`src/rtl/lenet_result_reader.sv`:
```
// Reads both FC2 score sets out of SRAM F, streams them as int8 bytes over valid/ready
// and reports the per-set argmax class once the last byte has been accepted.

module lenet_argmax_lane (
    input  logic       clk,
    input  logic       srst,
    input  logic       upd,
    input  logic [7:0] data,
    input  logic [3:0] idx,
    output logic [3:0] best_idx
);
    logic signed [7:0] max_val;
    logic [3:0]        max_idx;
    logic              take;

    // Index 0 seeds the running max; later bytes win only when strictly greater,
    // so ties keep the lowest index.
    assign take     = upd && ((idx == 4'd0) || ($signed(data) > max_val));
    assign best_idx = take ? idx : max_idx;

    always_ff @(posedge clk) begin
        if (srst) begin
            max_val <= '0;
            max_idx <= '0;
        end else if (take) begin
            max_val <= data;
            max_idx <= idx;
        end
    end
endmodule

module lenet_result_reader #(
    parameter int NUM_CLASS = 10,
    parameter int WORDS     = 3
) (
    input  logic        clk,
    input  logic        srst,
    input  logic        fc2_done,
    output logic [1:0]  sram_raddr_f,
    input  logic [31:0] sram_rdata_f,
    input  logic [31:0] sram_rdata_f_1,
    output logic        out_valid,
    input  logic        out_ready,
    output logic [7:0]  out_data,
    output logic        out_set,
    output logic [3:0]  out_idx,
    output logic        out_last,
    output logic        busy,
    output logic        result_valid,
    output logic [3:0]  result_class0,
    output logic [3:0]  result_class1
);
    localparam logic [3:0] LAST_IDX  = 4'(NUM_CLASS - 1);
    localparam logic [2:0] LAST_FCNT = 3'(WORDS);

    typedef enum logic [1:0] {IDLE, FETCH, STREAM, DONE} state_t;

    state_t                 state, state_nxt;
    logic [2:0]             fcnt;
    logic [1:0]             wr_word;
    logic [1:0][3:0][31:0]  cap_buf;
    logic                   set_q;
    logic [3:0]             idx_q;
    logic                   hs;
    logic [31:0]            cur_word;
    logic [7:0]             cur_byte;
    logic [1:0][3:0]        best_idx;

    // fcnt counts FETCH cycles; the word landing in cycle fcnt was addressed in fcnt-1.
    assign wr_word  = fcnt[1:0] - 2'd1;
    assign hs       = out_valid & out_ready;
    assign cur_word = cap_buf[set_q][idx_q[3:2]];
    assign cur_byte = cur_word[{~idx_q[1:0], 3'b000} +: 8];

    assign out_valid    = (state == STREAM);
    assign out_data     = out_valid ? cur_byte : 8'd0;
    assign out_set      = set_q;
    assign out_idx      = idx_q;
    assign out_last     = out_valid && set_q && (idx_q == LAST_IDX);
    assign busy         = (state != IDLE);
    assign result_valid = (state == DONE);

    always_ff @(posedge clk) begin
        if (srst) state <= IDLE;
        else      state <= state_nxt;
    end

    always_comb begin
        state_nxt = state;
        case (state)
            IDLE:    if (fc2_done)           state_nxt = FETCH;
            FETCH:   if (fcnt == LAST_FCNT)  state_nxt = STREAM;
            STREAM:  if (hs && out_last)     state_nxt = DONE;
            DONE:                            state_nxt = IDLE;
            default:                         state_nxt = IDLE;
        endcase
    end

    always_ff @(posedge clk) begin
        if (srst) begin
            fcnt          <= '0;
            sram_raddr_f  <= '0;
            cap_buf       <= '0;
            set_q         <= 1'b0;
            idx_q         <= '0;
            result_class0 <= '0;
            result_class1 <= '0;
        end else begin
            case (state)
                IDLE: begin
                    fcnt         <= '0;
                    sram_raddr_f <= '0;
                    set_q        <= 1'b0;
                    idx_q        <= '0;
                end
                FETCH: begin
                    fcnt <= fcnt + 3'd1;
                    if (({1'b0, fcnt} + 4'd1) < 4'(WORDS))
                        sram_raddr_f <= fcnt[1:0] + 2'd1;
                    else
                        sram_raddr_f <= '0;
                    if (fcnt != 3'd0) begin
                        cap_buf[0][wr_word] <= sram_rdata_f;
                        cap_buf[1][wr_word] <= sram_rdata_f_1;
                    end
                end
                STREAM: if (hs) begin
                    if (idx_q == LAST_IDX) begin
                        idx_q <= '0;
                        set_q <= 1'b1;
                    end else begin
                        idx_q <= idx_q + 4'd1;
                    end
                    // best_idx folds in the byte being accepted this cycle.
                    if (out_last) begin
                        result_class0 <= best_idx[0];
                        result_class1 <= best_idx[1];
                    end
                end
                default: ;
            endcase
        end
    end

    for (genvar s = 0; s < 2; s++) begin : g_set
        lenet_argmax_lane u_lane (
            .clk      (clk),
            .srst     (srst),
            .upd      (hs && (set_q == 1'(s))),
            .data     (cur_byte),
            .idx      (idx_q),
            .best_idx (best_idx[s])
        );
    end
endmodule

```
`config.mk`:
```
export PLATFORM = sky130hd
export DESIGN_NAME = lenet_result_reader
export DESIGN_NICKNAME = d
export VERILOG_FILES = /design/src/rtl/lenet_result_reader.sv
export SDC_FILE = /design/constraint.sdc
export NUM_CORES = 1
export LEC_CHECK = 0
export ABC_AREA = 1
export CELL_PAD_IN_SITES_DETAIL_PLACEMENT = 1
export CELL_PAD_IN_SITES_GLOBAL_PLACEMENT = 2
export CORE_MARGIN = 3
export CORE_UTILIZATION = 32
export CTS_BUF_LIST = sky130_fd_sc_hd__clkbuf_4 sky130_fd_sc_hd__clkbuf_8
export DETAILED_ROUTE_END_ITERATION = 6
export GPL_ROUTABILITY_DRIVEN = 1
export PLACE_DENSITY_LB_ADDON = 0.1
export RECOVER_POWER = 50
export SLEW_MARGIN = 10
export SYNTH_ARGS = -nofsm -noshare
export SYNTH_HDL_FRONTEND = slang
export SYNTH_SLANG_ARGS = --single-unit
```
`constraint.sdc`:
```
create_clock -name clk -period 2.6 [get_ports clk]
set_clock_uncertainty 0.1 [all_clocks]
set_input_delay 0.65 -clock clk [delete_from_list [all_inputs] [get_ports clk]]
set_output_delay 0.65 -clock clk [all_outputs]
set_load 0.005 [all_outputs]
```
Word level (Yosys, flattened, before mapping). Index checks and enable logic that the tools add are counted. Widths: inputs -> output; s select.

Register bits: 300. Latch bits: 0. Bits in writable memories: 0. Memory bits (read-only): 0. Input port bits: 68. Output and inout port bits: 27. Logic and storage cells: 90. Memories kept: 0.

Add/sub/neg operators: 5. Multipliers: 0. Divide/modulo/power cells: 0. $lt $le $gt $ge: 7. Equal/unequal tests: 10. Shift-type cells: 1. Mux-type cells: 24. Bitwise operators: 3. Reduce and logical (&&, ||, !) cells: 21.

Operators by type and width (count): $bwmux 128 (2); $mux 128 (2); $bmux 32 s2 (1); $demux 32 s2 (1); $mux 32 (2); $shiftx 32x6->8 (1); $gt 8x8->1 (2); $mux 4 (4); $reduce_and 3->1 (3); $logic_and 1x1->1 (8); $mux 2 (4); $mux 8 (1); $pmux 2 s4 (1); $pmux 4 s2 (1); $lt 2x3->1 const B (2); $ne 2x1->1 const B (3); $pmux 3 s2 (1); $reduce_bool 2->1 (3); $add 3x1->4 const B (1); $add 4x1->4 const B (1); $eq 2x2->1 const B (2); $eq 4x4->1 const B (1); $logic_not 4->1 (1); $lt 4x2->1 const B (1); 18 further kinds (22).

Longest topological paths before layout.
Depth in word-level cells: 9. Mapped depth: 26. Depth with buffers taken out: 24.

Cells and area by module. Synthesis repeated with hierarchy kept, for this count alone.

Cell total of the unflattened synthesis: 2074. Area total of the unflattened synthesis: 14209.9 sq um.

By module, submodules not included: lenet_result_reader (times used 1, cells each 1836, area each 12610.8 sq um, sequential area each 5525.3 sq um); lenet_argmax_lane (times used 2, cells each 119, area each 799.5 sq um, sequential area each 240.2 sq um).

Worst setup path after synthesis. No wires, ideal clock.

Path type: register -> register. Start point: register set_q, in the netlist out_set. End point: register g_set[0].u_lane.max_val[4]. Data arrival time: 2.579 ns. Path slack: -0.194 ns. Stages on the path, launching flop included: 23. Period minus slack after synthesis: 2.794 ns. Path through: dfxtp_1 > buf_6 > buf_12 > buf_6 > a21oi_1 > o21ai_1 > nand3_1 > nand2_1 > nand2_1 > nand2_1 > nand2_1 > nand2_2 > ha_1 > a21o_1 > nor2_1 > nand2_1 > nand2_1 > nand3_1 > nand2_2 > nand2_4 > buf_4 > o21ai_1 > nor2_1.

Cells in the longest elaborated chain, start to end: 8. Elaborated cells between the ends (all ways): 10. Those cells by class: 1 x order compare; 1 x shift; 4 x mux; 1 x bitwise; 3 x reduce/logical.

RTL lines: start: declaration (line 62) `logic set_q;`; start signal: assignment (line 104) `set_q <= 1'b0;`; start signal: assignment (line 113) `set_q <= 1'b0;`; start signal: assignment (line 130) `set_q <= 1'b1;`; $mux 128 (not written as such) (2 in a row) (line 72) `assign cur_word = cap_buf[set_q][idx_q[3:2]];`; $bmux 32 s2 (line 72); $mux 32 (not written as such) (line 72); $shiftx 32x6->8 (line 73) `assign cur_byte = cur_word[{~idx_q[1:0], 3'b000} +: 8];`; via cur_byte[7] (line 66) `logic [7:0] cur_byte;`; $gt 8x8->1 (line 18) `assign take = upd && ((idx == 4'd0) || ($signed(data) > max_val));`; $logic_or 1x1->1 (line 18); $logic_and 1x1->1 (line 18); end signal: assignment (line 26) `max_val <= data;`; end: declaration (line 12) `logic signed [7:0] max_val;`.

The timed path passes the listed nets, and every way through them passes these cells. The select of a mux whose other input is x is not followed. A chain may end at the register's enable or synchronous reset.

Worst setup path after layout.
Start point: register set_q, in the netlist out_set. End point: output port out_data[1].

Cells in the longest elaborated chain, start to end: 6.

RTL lines: $mux 128 (not written as such) (2 in a row) (line 72); $bmux 32 s2 (line 72); $mux 32 (not written as such) (line 72); $shiftx 32x6->8 (line 73); $mux 8 (line 76) `assign out_data = out_valid ? cur_byte : 8'd0;`; end: declaration (line 44) `output logic [7:0] out_data,`.

No other way between the ends. The select of a mux whose other input is x is not followed.

==> key figures <==
Finish
  – Non-filler instance count after layout: 2752
  – Ant. Diodes: 0
  – Layout area overhead: 39.0%
  – # nets final: 2232
  – Register area: 6010 µm²
  – Multi-input logic area: 7190 µm²
  – FILL cells: 5128
  – Share of cells above drive strength 1: 0.242

Run
  – Max-cap violation count: 0

Worst setup path
  – CP delay by family, top: buffers and inverters
  – Kind of critical path: reg2out
  – Critical-path cell list: buf_6 -> buf_8 -> buf_12 -> clkbuf_16 -> o21ai_2 -> nand3_2 -> a21oi_4 -> o21ai_4 -> a21oi_2 -> buf_2
  – CP max stage cell: dfxtp_4
  – CP Capture Type: output pin
  – Crit-path max FO: 5
  – WP depth: 10
  – Cells on worst reg2reg path: 23
  – Worst path bufs/invs: 5
  – Worst path arrival time: 2550 ps
  – Slowest stage delay, CP: 370 ps
  – Startpoint Class: flop
  – Critical Path RT: 1850 ps

Outcome
  – Status: finished, violations left
  – Failing checks: negative setup slack

STA
  – RSZ-0062 raised after global routing: true
  – Peak Freq: 0.303 GHz
  – Slew Limit Fails: 0
  – Tcrit/Tclk final: 1.27
  – Min Tclk post-route: 3300 ps
  – Worst-Margin Slew: 722 ps
  – Final Hold Viols: 0
  – Setup TNS: -22970 ps
  – Slew HR: 0.518
  – Worst setup margin: -695 ps
  – Endpoints failing setup: 52

Synth
  – Post-synthesis sequential area ratio: 0.433
  – Synthesized cell area: 13900 µm²
  – Post-synthesis instance total: 1951
  – Syn nets: 2048
  – Synth Warn #: 0
  – Post-synthesis average cell area: 7.11 µm²
  – Post-synthesis cell type count: 32
  – Synthesized flop and latch total: 300

Clock network
  – H-tree depth: 2
  – CTS buffer count: 56
  – Root buf cell: clkbuf_8
  – Clock Latency Late Sink: 660 ps
  – CTS clk-pin slew, worst paths: 60 ps
  – CTS Hold Bufs: 0
  – CTS tree: built
  – Max Root-Sink Buffers: 3
  – CTS sink count: 300

Routing
  – Vias/cell: 4.93
  – First-pass iteration count of the detailed router: 5
  – DRT iter0 DRCs: 478
  – DRC Markers: 0
  – Final WL: 50900 µm
  – Routed WL per cell: 18.5 µm
  – Final ANT Viol Nets: 0
  – Vias: 13578

GRT
  – Grt ovf: 0
  – First-pass GRT wire length: 79900 µm
  – Initial antenna violation count: 0
  – Vias in the first global route: 14132
  – Largest net degree at the start of global routing: 87
  – Gr usage total: 0.217

Power and ir drop
  – Leak Pwr: 7.18 nW
  – PD cells: 653 nW/µm²
  – Max IR drop VDD: 0.328 mV

Floorplanning
  – Chip Width: 214 µm
  – Die height: 214 µm
  – Io pins: 95
  – Total Die Area: 45900 µm²
  – Rows: 75
  – Core Box Area: 42400 µm²
  – Initial Util: 0.327

Placement
  – GPL Wtd Cong: 0.804
  – Placed insts: 2609
  – Final HPWL DP: 31800 µm
  – IO Port Bufs: 94

Hold path
  – WHS Path Cells: 2
  – Type of the worst min-delay path: reg2reg
-- cells in the mapped netlist (all sizes together) --
cell type / n / area share
o21ai: 363 / 0.13
clkinv: 2 / 0.00054
a211oi: 1 / 0.00054
clkbuf: 86 / 0.023
nand4: 5 / 0.0023
nor2: 50 / 0.014
buf: 63 / 0.032
xor2: 2 / 0.0013
inv: 304 / 0.082
a31oi: 1 / 0.00045
or2: 1 / 0.00045
a21o: 2 / 0.0011
nand2: 215 / 0.060
dfxtp: 300 / 0.43
nand3: 132 / 0.048
o22ai: 1 / 0.00045
ha: 29 / 0.026
a21oi: 392 / 0.14
nor3: 1 / 0.00072
o32ai: 1 / 0.00063
-- registers in the layout, summed over array words and instances (netlist names) --
name / flops
g_set.u_lane.max_idx: 8
out_set: 1
g_set.u_lane.max_val: 16
sram_raddr_f: 2
result_class1: 4
fcnt: 3
out_idx: 4
cap_buf: 256
state: 2
result_class0: 4
-- final timing paths --
| path | start | to | slack [ps] |
|---|---|---|---|
| worst max register to register | out_set | g_set[0].u_lane.max_val[0] | -640 |
| worst min-delay path | cap_buf[229] | cap_buf[229] | 340 |
| worst min register to register | cap_buf[229] | cap_buf[229] | 340 |
| worst max-delay path | out_set | out_data[1] | -700 |
-- cells in the final DEF, fill, tap and decap left out, types with 26 or more instances in the layout --
cell,n
a21oi_1,343
dfxtp_1,297
inv_1,295
o21ai_0,278
nand2_1,132
buf_4,103
nand3_1,92
clkbuf_8,70
clkdlybuf4s50_1,70
o21ai_1,62
nand2_2,54
a21oi_2,37
nor2_1,36
nand3_2,34
buf_12,28
clkbuf_4,26
-- per-stage QoR --
step | setup WS (ps) | power (W) | area [µm²] | hold slack [ps] | utilization
after floorplan | -79.5 | 0.00602 | 14000 | 324 | -
after global placement | -544 | 0.00708 | 16300 | 331 | 0.384
after detailed placement | -559 | 0.00711 | 16300 | 336 | 0.384
after CTS | -690 | 0.0124 | 18600 | 345 | 0.438
after global routing | -815 | 0.0133 | 19300 | 362 | 0.455
final | -695 | 0.0126 | 19300 | 344 | 0.455
-- report_power, final --
part	total [W]	internal (W)	switching [W]
combinational	0.00299	0.00122	0.00177
sequential	0.00476	0.00469	0.0000668
clock	0.00484	0.00275	0.00209
-- repair_timing --
action	4_1_cts	5_1_grt
resized for setup	234	150
setup buffers	29	6
gates cloned	12	3
setup endpoints to repair	47	42
pin swaps	59	78
-- final cells by class --
cell class | count | area share
clock buffers | 95 | 0.0597
well taps | 577 | 0.0374
multi-input cells | 1197 | 0.373
inverters | 306 | 0.0609
flip-flops and latches | 300 | 0.312
repair buffers | 274 | 0.156
clock inverters | 3 | 0.00110
-- cell families (layout without fill, tap and decap cells) --
family                   after synthesis  in the layout  synth area share
adder cells (fa/ha/maj)               29             29            0.0262
XOR/XNOR                               2              2           0.00126
AND/OR/NAND/NOR                      404            405             0.125
buffers and inverters                455            678             0.138
AO/OA/AOI/OAI                        761            761             0.277
flip-flops                           300            300             0.433
-- layer usage --
layer	up-vias	global-route usage	share of wire
li1	6785	-	-
met1	6538	0.283	0.46
met2	167	0.371	0.48
met3	88	0.0325	0.030
met4	0	0.0668	0.024
met5	-	0	0
-- worst register-to-register path, stage by stage (launching register included) --
cell       delay, ps
dfxtp_4          370
buf_6            130
buf_8            140
buf_12           140
clkbuf_16        160
o21ai_2          140
nand3_2          100
a21oi_4          240
o21ai_4          100
buf_6            130
nand2_8           70
ha_4             200
nand2_1           50
nand2_1           60
nand2_1           60
nand2_1           60
nand2_2           60
nand2_1           50
nand2_1           70
nand3_2          100
nand2_4          160
buf_4            170
nand4_1          130
a21oi_1          160
(Power assumes the default switching activity.)
